## config.mk

```make
export PLATFORM = sky130hd
export DESIGN_NAME = and_vector_exerciser
export DESIGN_NICKNAME = d
export VERILOG_FILES = /design/src/rtl/and_exer_pkg.sv /design/src/rtl/and_pattern_gen.sv /design/src/rtl/and_vector_exerciser.sv
export SDC_FILE = /design/constraint.sdc
export NUM_CORES = 1
export LEC_CHECK = 0
export CORE_MARGIN = 1.5
export CORE_UTILIZATION = 52
export CTS_CLUSTER_SIZE = 24
export DETAILED_ROUTE_END_ITERATION = 10
export PLACE_DENSITY = 0.78
export SYNTH_ARGS = -nofsm -noshare
export SYNTH_HDL_FRONTEND = slang
export SYNTH_SLANG_ARGS = --single-unit
```

## constraint.sdc

```tcl
create_clock -name clk -period 5.9 [get_ports clk]
set_input_delay 1.77 -clock clk [delete_from_list [all_inputs] [get_ports clk]]
set_output_delay 1.77 -clock clk [all_outputs]
set_load 0.02 [all_outputs]
```

## src/rtl/and_exer_pkg.sv

```systemverilog
// Shared types and pattern helpers for the AND-unit built-in self-test.
// Operands are built at MAX_N bits and truncated to N by the user.
package and_exer_pkg;

  localparam int unsigned MAX_N = 64;

  typedef logic [MAX_N-1:0] opnd_t;

  typedef enum logic [1:0] {
    IDLE   = 2'd0,
    RUN    = 2'd1,
    FINISH = 2'd2
  } state_e;

  // Low n bits set.
  function automatic opnd_t all_ones(input int unsigned n);
    return (n >= MAX_N) ? '1 : ((opnd_t'(1) << n) - opnd_t'(1));
  endfunction

  // Operand a for pattern k: 0, ones, 0, ones, then a walking one.
  function automatic opnd_t pattern_a(input int unsigned k, input int unsigned n);
    if (k == 1 || k == 3) return all_ones(n);
    if (k >= 4) return opnd_t'(1) << (k - 4);
    return '0;
  endfunction

  // Operand b for pattern k: 0, 0, then ones for every later pattern.
  function automatic opnd_t pattern_b(input int unsigned k, input int unsigned n);
    return (k >= 2) ? all_ones(n) : '0;
  endfunction

  // Reference result of the unit under test.
  function automatic opnd_t expected(input opnd_t a, input opnd_t b);
    return a & b;
  endfunction

endpackage

```

## src/rtl/and_pattern_gen.sv

```systemverilog
// Combinational pattern table: index k -> operands a, b and expected a & b.
// Ports:
//   k      in   pattern index
//   a_c    out  operand a for pattern k
//   b_c    out  operand b for pattern k
//   exp_c  out  expected AND result for pattern k
module and_pattern_gen
  import and_exer_pkg::*;
#(
  parameter int unsigned N     = 4,
  parameter int unsigned CNT_W = 4
) (
  input  logic [CNT_W-1:0] k,
  output logic [N-1:0]     a_c,
  output logic [N-1:0]     b_c,
  output logic [N-1:0]     exp_c
);

  assign a_c   = N'(pattern_a(32'(k), N));
  assign b_c   = N'(pattern_b(32'(k), N));
  assign exp_c = N'(expected(pattern_a(32'(k), N), pattern_b(32'(k), N)));

endmodule

```

## src/rtl/and_vector_exerciser.sv

```systemverilog
// Built-in self-test initiator for an N-bit bitwise-AND unit. On start it
// drives NPAT operand patterns, each held HOLD cycles, samples c_in on the
// last cycle of each hold and reports the outcome when the run ends.
// Ports:
//   clk, rst          clock, synchronous active-high reset
//   start             begin a run (accepted only when idle)
//   a_out, b_out      registered operands to the AND unit
//   c_in              result from the AND unit
//   busy              high while the run is in progress
//   done              one-cycle pulse at the end of a run
//   pass              last run had no mismatches
//   err_count         mismatching patterns in the last run
//   first_fail        index of the first mismatching pattern (0 if none)
module and_vector_exerciser
  import and_exer_pkg::*;
#(
  parameter  int unsigned N     = 4,
  parameter  int unsigned HOLD  = 10,
  localparam int unsigned NPAT  = 4 + N,
  localparam int unsigned CNT_W = $clog2(NPAT + 1)
) (
  input  logic             clk,
  input  logic             rst,
  input  logic             start,
  output logic [N-1:0]     a_out,
  output logic [N-1:0]     b_out,
  input  logic [N-1:0]     c_in,
  output logic             busy,
  output logic             done,
  output logic             pass,
  output logic [CNT_W-1:0] err_count,
  output logic [CNT_W-1:0] first_fail
);

  localparam int unsigned HOLD_W = (HOLD > 1) ? $clog2(HOLD) : 1;

  state_e            state_q, state_d;
  logic [CNT_W-1:0]  k_q, k_d;
  logic [CNT_W-1:0]  err_q, err_d;
  logic [CNT_W-1:0]  ff_q, ff_d;
  logic [HOLD_W-1:0] hold_q, hold_d;
  logic [N-1:0]      a_q, a_d;
  logic [N-1:0]      b_q, b_d;
  logic [N-1:0]      exp_q, exp_d;
  logic              busy_q, busy_d;
  logic              done_q, done_d;
  logic              pass_q, pass_d;

  logic [CNT_W-1:0]  ld_k_c;
  logic [N-1:0]      ld_a_c, ld_b_c, ld_exp_c;

  // Index of the pattern to load next: P0 on start, otherwise P(k+1).
  assign ld_k_c = (state_q == IDLE) ? '0 : k_q + CNT_W'(1);

  and_pattern_gen #(
    .N     (N),
    .CNT_W (CNT_W)
  ) u_pattern_gen (
    .k     (ld_k_c),
    .a_c   (ld_a_c),
    .b_c   (ld_b_c),
    .exp_c (ld_exp_c)
  );

  // Next-state and output logic. The expected value is registered with
  // its operands so the compare never depends on the current index.
  always_comb begin
    state_d = state_q;
    k_d     = k_q;
    hold_d  = hold_q;
    a_d     = a_q;
    b_d     = b_q;
    exp_d   = exp_q;
    busy_d  = busy_q;
    done_d  = 1'b0;
    pass_d  = pass_q;
    err_d   = err_q;
    ff_d    = ff_q;

    unique case (state_q)
      IDLE: begin
        if (start) begin
          state_d = RUN;
          k_d     = '0;
          hold_d  = '0;
          a_d     = ld_a_c;
          b_d     = ld_b_c;
          exp_d   = ld_exp_c;
          err_d   = '0;
          ff_d    = '0;
          pass_d  = 1'b0;
          busy_d  = 1'b1;
        end
      end

      RUN: begin
        hold_d = hold_q + HOLD_W'(1);
        if (hold_q == HOLD_W'(HOLD - 1)) begin
          // Operands have been stable for HOLD-1 full cycles here.
          if (c_in != exp_q) begin
            err_d = err_q + CNT_W'(1);
            if (err_q == '0) ff_d = k_q;
          end
          hold_d = '0;
          if (k_q == CNT_W'(NPAT - 1)) begin
            state_d = FINISH;
            busy_d  = 1'b0;
            done_d  = 1'b1;
            a_d     = '0;
            b_d     = '0;
            exp_d   = '0;
            pass_d  = (err_d == '0);
          end else begin
            k_d   = k_q + CNT_W'(1);
            a_d   = ld_a_c;
            b_d   = ld_b_c;
            exp_d = ld_exp_c;
          end
        end
      end

      FINISH: begin
        state_d = IDLE;
      end

      default: begin
        state_d = IDLE;
      end
    endcase
  end

  always_ff @(posedge clk) begin
    if (rst) begin
      state_q <= IDLE;
      k_q     <= '0;
      hold_q  <= '0;
      a_q     <= '0;
      b_q     <= '0;
      exp_q   <= '0;
      busy_q  <= 1'b0;
      done_q  <= 1'b0;
      pass_q  <= 1'b0;
      err_q   <= '0;
      ff_q    <= '0;
    end else begin
      state_q <= state_d;
      k_q     <= k_d;
      hold_q  <= hold_d;
      a_q     <= a_d;
      b_q     <= b_d;
      exp_q   <= exp_d;
      busy_q  <= busy_d;
      done_q  <= done_d;
      pass_q  <= pass_d;
      err_q   <= err_d;
      ff_q    <= ff_d;
    end
  end

  assign a_out      = a_q;
  assign b_out      = b_q;
  assign busy       = busy_q;
  assign done       = done_q;
  assign pass       = pass_q;
  assign err_count  = err_q;
  assign first_fail = ff_q;

endmodule

```

# Word-level counts from Yosys, hierarchy flattened
# Index checks and enable logic that the tools add are counted.
# word_totals
ff_bits	33
latchBits	0
ramBits	0
romBits	0
inputBits	7
out_inout_bits	19
wordCells	94
mem_count	0
# op_classes
n_addsub	4
mul	0
div_mod_pow	0
order_cmp	2
eq_ne	12
shifts	1
mux	49
n_bitwise	3
reduce_logical	12
# ops
operator	n
4-bit two-way mux	26
4-bit case mux with 2 select lines	7
1-bit by 32-bit left shift with 4-bit output (first input constant)	1
4-bit by 1-bit adder with 4-bit output (second input constant)	3
2-bit != test (second input constant)	6
1-bit two-way mux	10
4-bit logical NOT	2
4-bit AND reduction	2
2-bit two-way mux	3
3-bit AND reduction	2
5-bit AND reduction	1
4-bit by 3-bit subtractor with 5-bit output (second input constant)	1
4-bit AND	1
4-bit by 1-bit == test with 1-bit output (second input constant)	1
4-bit by 2-bit == test with 1-bit output (second input constant)	1
4-bit by 3-bit == test with 1-bit output (second input constant)	1
4-bit == test (second input constant)	1
4-bit by 2-bit >= comparator with 1-bit output (second input constant)	1
4-bit by 3-bit >= comparator with 1-bit output (second input constant)	1
4-bit != test	1
1-bit case mux with 2 select lines	2
2-bit case mux with 2 select lines	1
3-bit OR reduction	1
2-bit by 1-bit == test with 1-bit output (second input constant)	1
other kinds (5)	6

# Depth between registers and ports, before layout
# logic_depth
word_depth	12
mapped_depth	8
mapped_depth_nobuf	8

# Cells and area by module
# Synthesis repeated with hierarchy kept, for this count alone.
# unflattened
hier_cells	182
area_unflattened_um2	1714.1
# by_module_without_submodules
module	n_inst	cells_each	area_per_inst_um2	seq_area_each_um2
and_vector_exerciser	1	157	1527.7	660.6
and_pattern_gen	1	25	186.4	0.0

# Least setup slack after synthesis
# No wires, ideal clock.
# synth_path
kind	input -> register
start	in c_in[0]
end	reg ff_q[0], in the netlist first_fail[0]
setup_ns	0.135
arrival_ns	2.928
required_time_ns	5.765
slack_ns	2.837
path_stages	6
n_path_buf	1
cell_sequence	xor2_1 or4_4 buf_6 nand3_1 a21oi_1 mux2i_1
# synth_via
elab_chain_len	3
# synth_rtl
element	line	source
start: declaration	and_vector_exerciser.sv:27	input logic [N-1:0] c_in,
4-bit != test	and_vector_exerciser.sv:100	if (c_in != exp_q) begin
2-bit != test (no source line)	--	
5-bit AND reduction (no source line)	--	
end signal: assignment	and_vector_exerciser.sv:144	ff_q <= '0;
end signal: assignment	and_vector_exerciser.sv:156	ff_q <= ff_d;
end: declaration	and_vector_exerciser.sv:40	logic [CNT_W-1:0] ff_q, ff_d;
# Every way passes these cells.
# A chain may end at the register's enable or synchronous reset.

==> results.ini <==
[outcome]
status=finished with violations
violations=design-rule violations

[routing]
met3_length_um=162
wl_met1_um=1540
drtPass1Iterations=7
topRoutingLayerUsed=met4
vias=1359
wl_met2_um=1560
via_per_inst=5.78
routed_wirelength_um=3310
first_iter_violations=90
drc=6
ant_nets=0
post_drt_wl_per_cell_um=14.1

[yosys]
netlist.area_leader.share_pct=38.6
yosysWarnings=0
syn_nets=196
synth_top_family_by_area=simple AND/OR/NAND/NOR gates
syn_area_per_cell_sq_um=8.55
synth_compound_area_share_pct=18.5
yosysSeqAreaShare_pct=38.6
netlist_instances=182
synth_area_leaders=dfxtp_1 (39%), ha_1 (5.6%), nand2_1 (4.8%)
synthAdderAreaFrac_pct=5.63
synth_area_sq_um=1560
synth.area.mux_share_pct=3.22
yosys.area.top_type=dfxtp_1
synthXorXnorAreaFrac_pct=3.94
synth-simple-area-share_pct=24.5
ys_ff_latch=30
ys_types=44

[clock_network]
cts_setup_buffers=0
clockRootBuffer=clkbuf_4
cts.sinks=30
cts_made_buffers=5
cts_buffer_depth=2
htreeDepth=2
cts_resized=0
cts_tree=yes
clk-insertion-delay-late_ns=0.33
holdBufCountCts=0
clkTransAtPathRegs_ns=0.09

[timing]
setup_viol=0
rsz0062_at_grt=no
period_minus_slack_ns=3.78
final_hold_viol_count=0
slew_headroom_pct=52.7
drv_slew=0
worstMarginPinSlew_ns=0.706
hold-worst-slack_ns=0.471
fin_ws_ns=2.12
period_share_pct=64.0
fin_setup_tns_ns=0
max_freq_mhz=265
finalClockSkew_ns=0.00783

[worst_setup_path]
r2r_start=k_q[0]$_SDFFE_PP0P_
rrSetupSlack_ns=3.59
crit_arrival_ns=4.03
critPathMaxFanout=21
reg2reg_to=a_out[1]$_SDFFE_PP0P_
end_kind=flip-flop
cp.required_ns=6.15
start_kind=input pin
r2r_cells=8
critical_path_class=in2reg

[cells_and_area]
area_delta_synth_final_pct=17.5
diodes=0
fin_cells=235
final_cell_mix=dfxtp_1 (30), clkdlybuf4s50_1 (25), nand2_1 (20)
drive_above_1_share_pct=5.88
nNetsFinal=218
fillers=248
mostFrequentLayoutCell=dfxtp_1

[global_route]
grt_pass1_wl_um=5640
antenna_found_initial=0
grt_usage_pct=22.1
grt_max_degree=22
grt_pass1_vias=1290
overflow=0

[worst_hold_path]
holdPathStages=2
min_to=a_out[1]$_SDFFE_PP0P_
worstHoldPathType=reg2reg
hold_start=a_out[1]$_SDFFE_PP0P_

[placed_design]
post-place-cells=228
portBuffers=25
dp_hpwl_um=2390
gp_congestion=0.807
pre_cts_ws_ns=1.84

[die]
start_util_pct=55.4
fp.dieW_um=57.7
coreArea_sq_um=2810
fp.dieArea_sq_um=3330
core.rowCount=19
die_y_um=57.7
ioPinCount=26

[flow_run]
drv_cap=0

[power_and_ir_drop]
cellLeakagePower_uw=0.000700
vdd_ir_drop_max_mv=0.144
p_per_area_nw_per_um2=198

## synth_stat cells (all sizes together)
master    n
a21o      1
or2       1
and2b     1
a211oi    2
nand2    20
a22oi     1
and3      1
a41oi     1
xnor2     2
nor2     16
dfxtp    30
nand3     5
or4       1
o21ai     9
nor2b     1
a22o      6
nand3b    3
o32ai     1
nor3b     2
a21oi    13
mux2i     5
inv       6
o22ai     2
nor3      7
and2      3
o41ai     1
o21bai    1
xor2      5
nand2b    7
a31oi     1
and4bb    1
and3b     1
o31ai     3
buf       6
nand4b    1
nand4     2
a32o      1
clkbuf    4
a2bb2oi   1
ha        7
## per-stage QoR
| step | util (%) | power (uW) | instance area, sq um |
|---|---|---|---|
| 2_1_floorplan | - | 240 | 1560 |
| 3_3_place_gp | 63.4 | 253 | 1780 |
| 3_5_place_dp | 63.4 | 254 | 1780 |
| 4_1_cts | 65.1 | 364 | 1830 |
| 5_1_grt | 65.1 | 375 | 1830 |
| 6_report | 65.1 | 361 | 1830 |
## report_power, final
| group | switching (uW) | internal (uW) | leakage, uW |
|---|---|---|---|
| registers | 4.02 | 206 | 0.000243 |
| clock network | 68.5 | 42.7 | 0.0000308 |
| logic | 22.7 | 17.0 | 0.000427 |
## cell type report
| type | instances | area [sq um] | share of cell area (%) |
|---|---|---|---|
| multi-input combinational | 136 | 867 | 47.5 |
| clock buffer | 5 | 37.5 | 2.05 |
| inverter | 6 | 22.5 | 1.23 |
| clock inverter | 2 | 10.0 | 0.548 |
| sequential | 30 | 601 | 32.9 |
| timing repair buffer | 25 | 250 | 13.7 |
| tap | 31 | 38.8 | 2.12 |
## metal layers
layer  track usage (%)  vias up
met1              27.6      621
met3              4.69        4
met2              35.2       40
met5                 0        -
li1                  -      694
met4              13.0        0
## worst max-delay path: stages
cell	delay [ns]
clkdlybuf4s50_1	0.76
nor3b_1	0.70
nand2_1	0.29
a41oi_1	0.29
o21ai_0	0.12
o31ai_1	0.10
## worst max path at each step
stage	from	to	slack, ns	cells after the start
after floorplan	c_in[0]	first_fail[0]$_SDFFE_PP0P_	2.84	6
after global placement	rst	err_count[3]$_SDFFE_PP0P_	2.00	6
after detailed placement	rst	err_count[3]$_SDFFE_PP0P_	1.84	6
after CTS	rst	err_count[3]$_SDFFE_PP0P_	2.19	6
after global routing	rst	err_count[3]$_SDFFE_PP0P_	1.98	6
final	rst	err_count[3]$_SDFFE_PP0P_	2.12	6
## registers in the layout, summed over array words and instances (netlist names)
register,cells
hold_q,4
busy,1
pass,1
b_out,1
state_q,2
done,1
err_count,4
a_out,4
k_q,4
exp_q,4
first_fail,4
## kinds of logic (layout without fill, tap and decap cells)
group | count (synthesis) | in the layout
xor+xnor | 7 | 7
flops | 30 | 30
simple gates | 73 | 73
compound gates | 44 | 44
mux | 5 | 5
buf+inv | 16 | 38
fa+ha+maj | 7 | 7
Note: power is estimated with default switching activity, not from simulation.
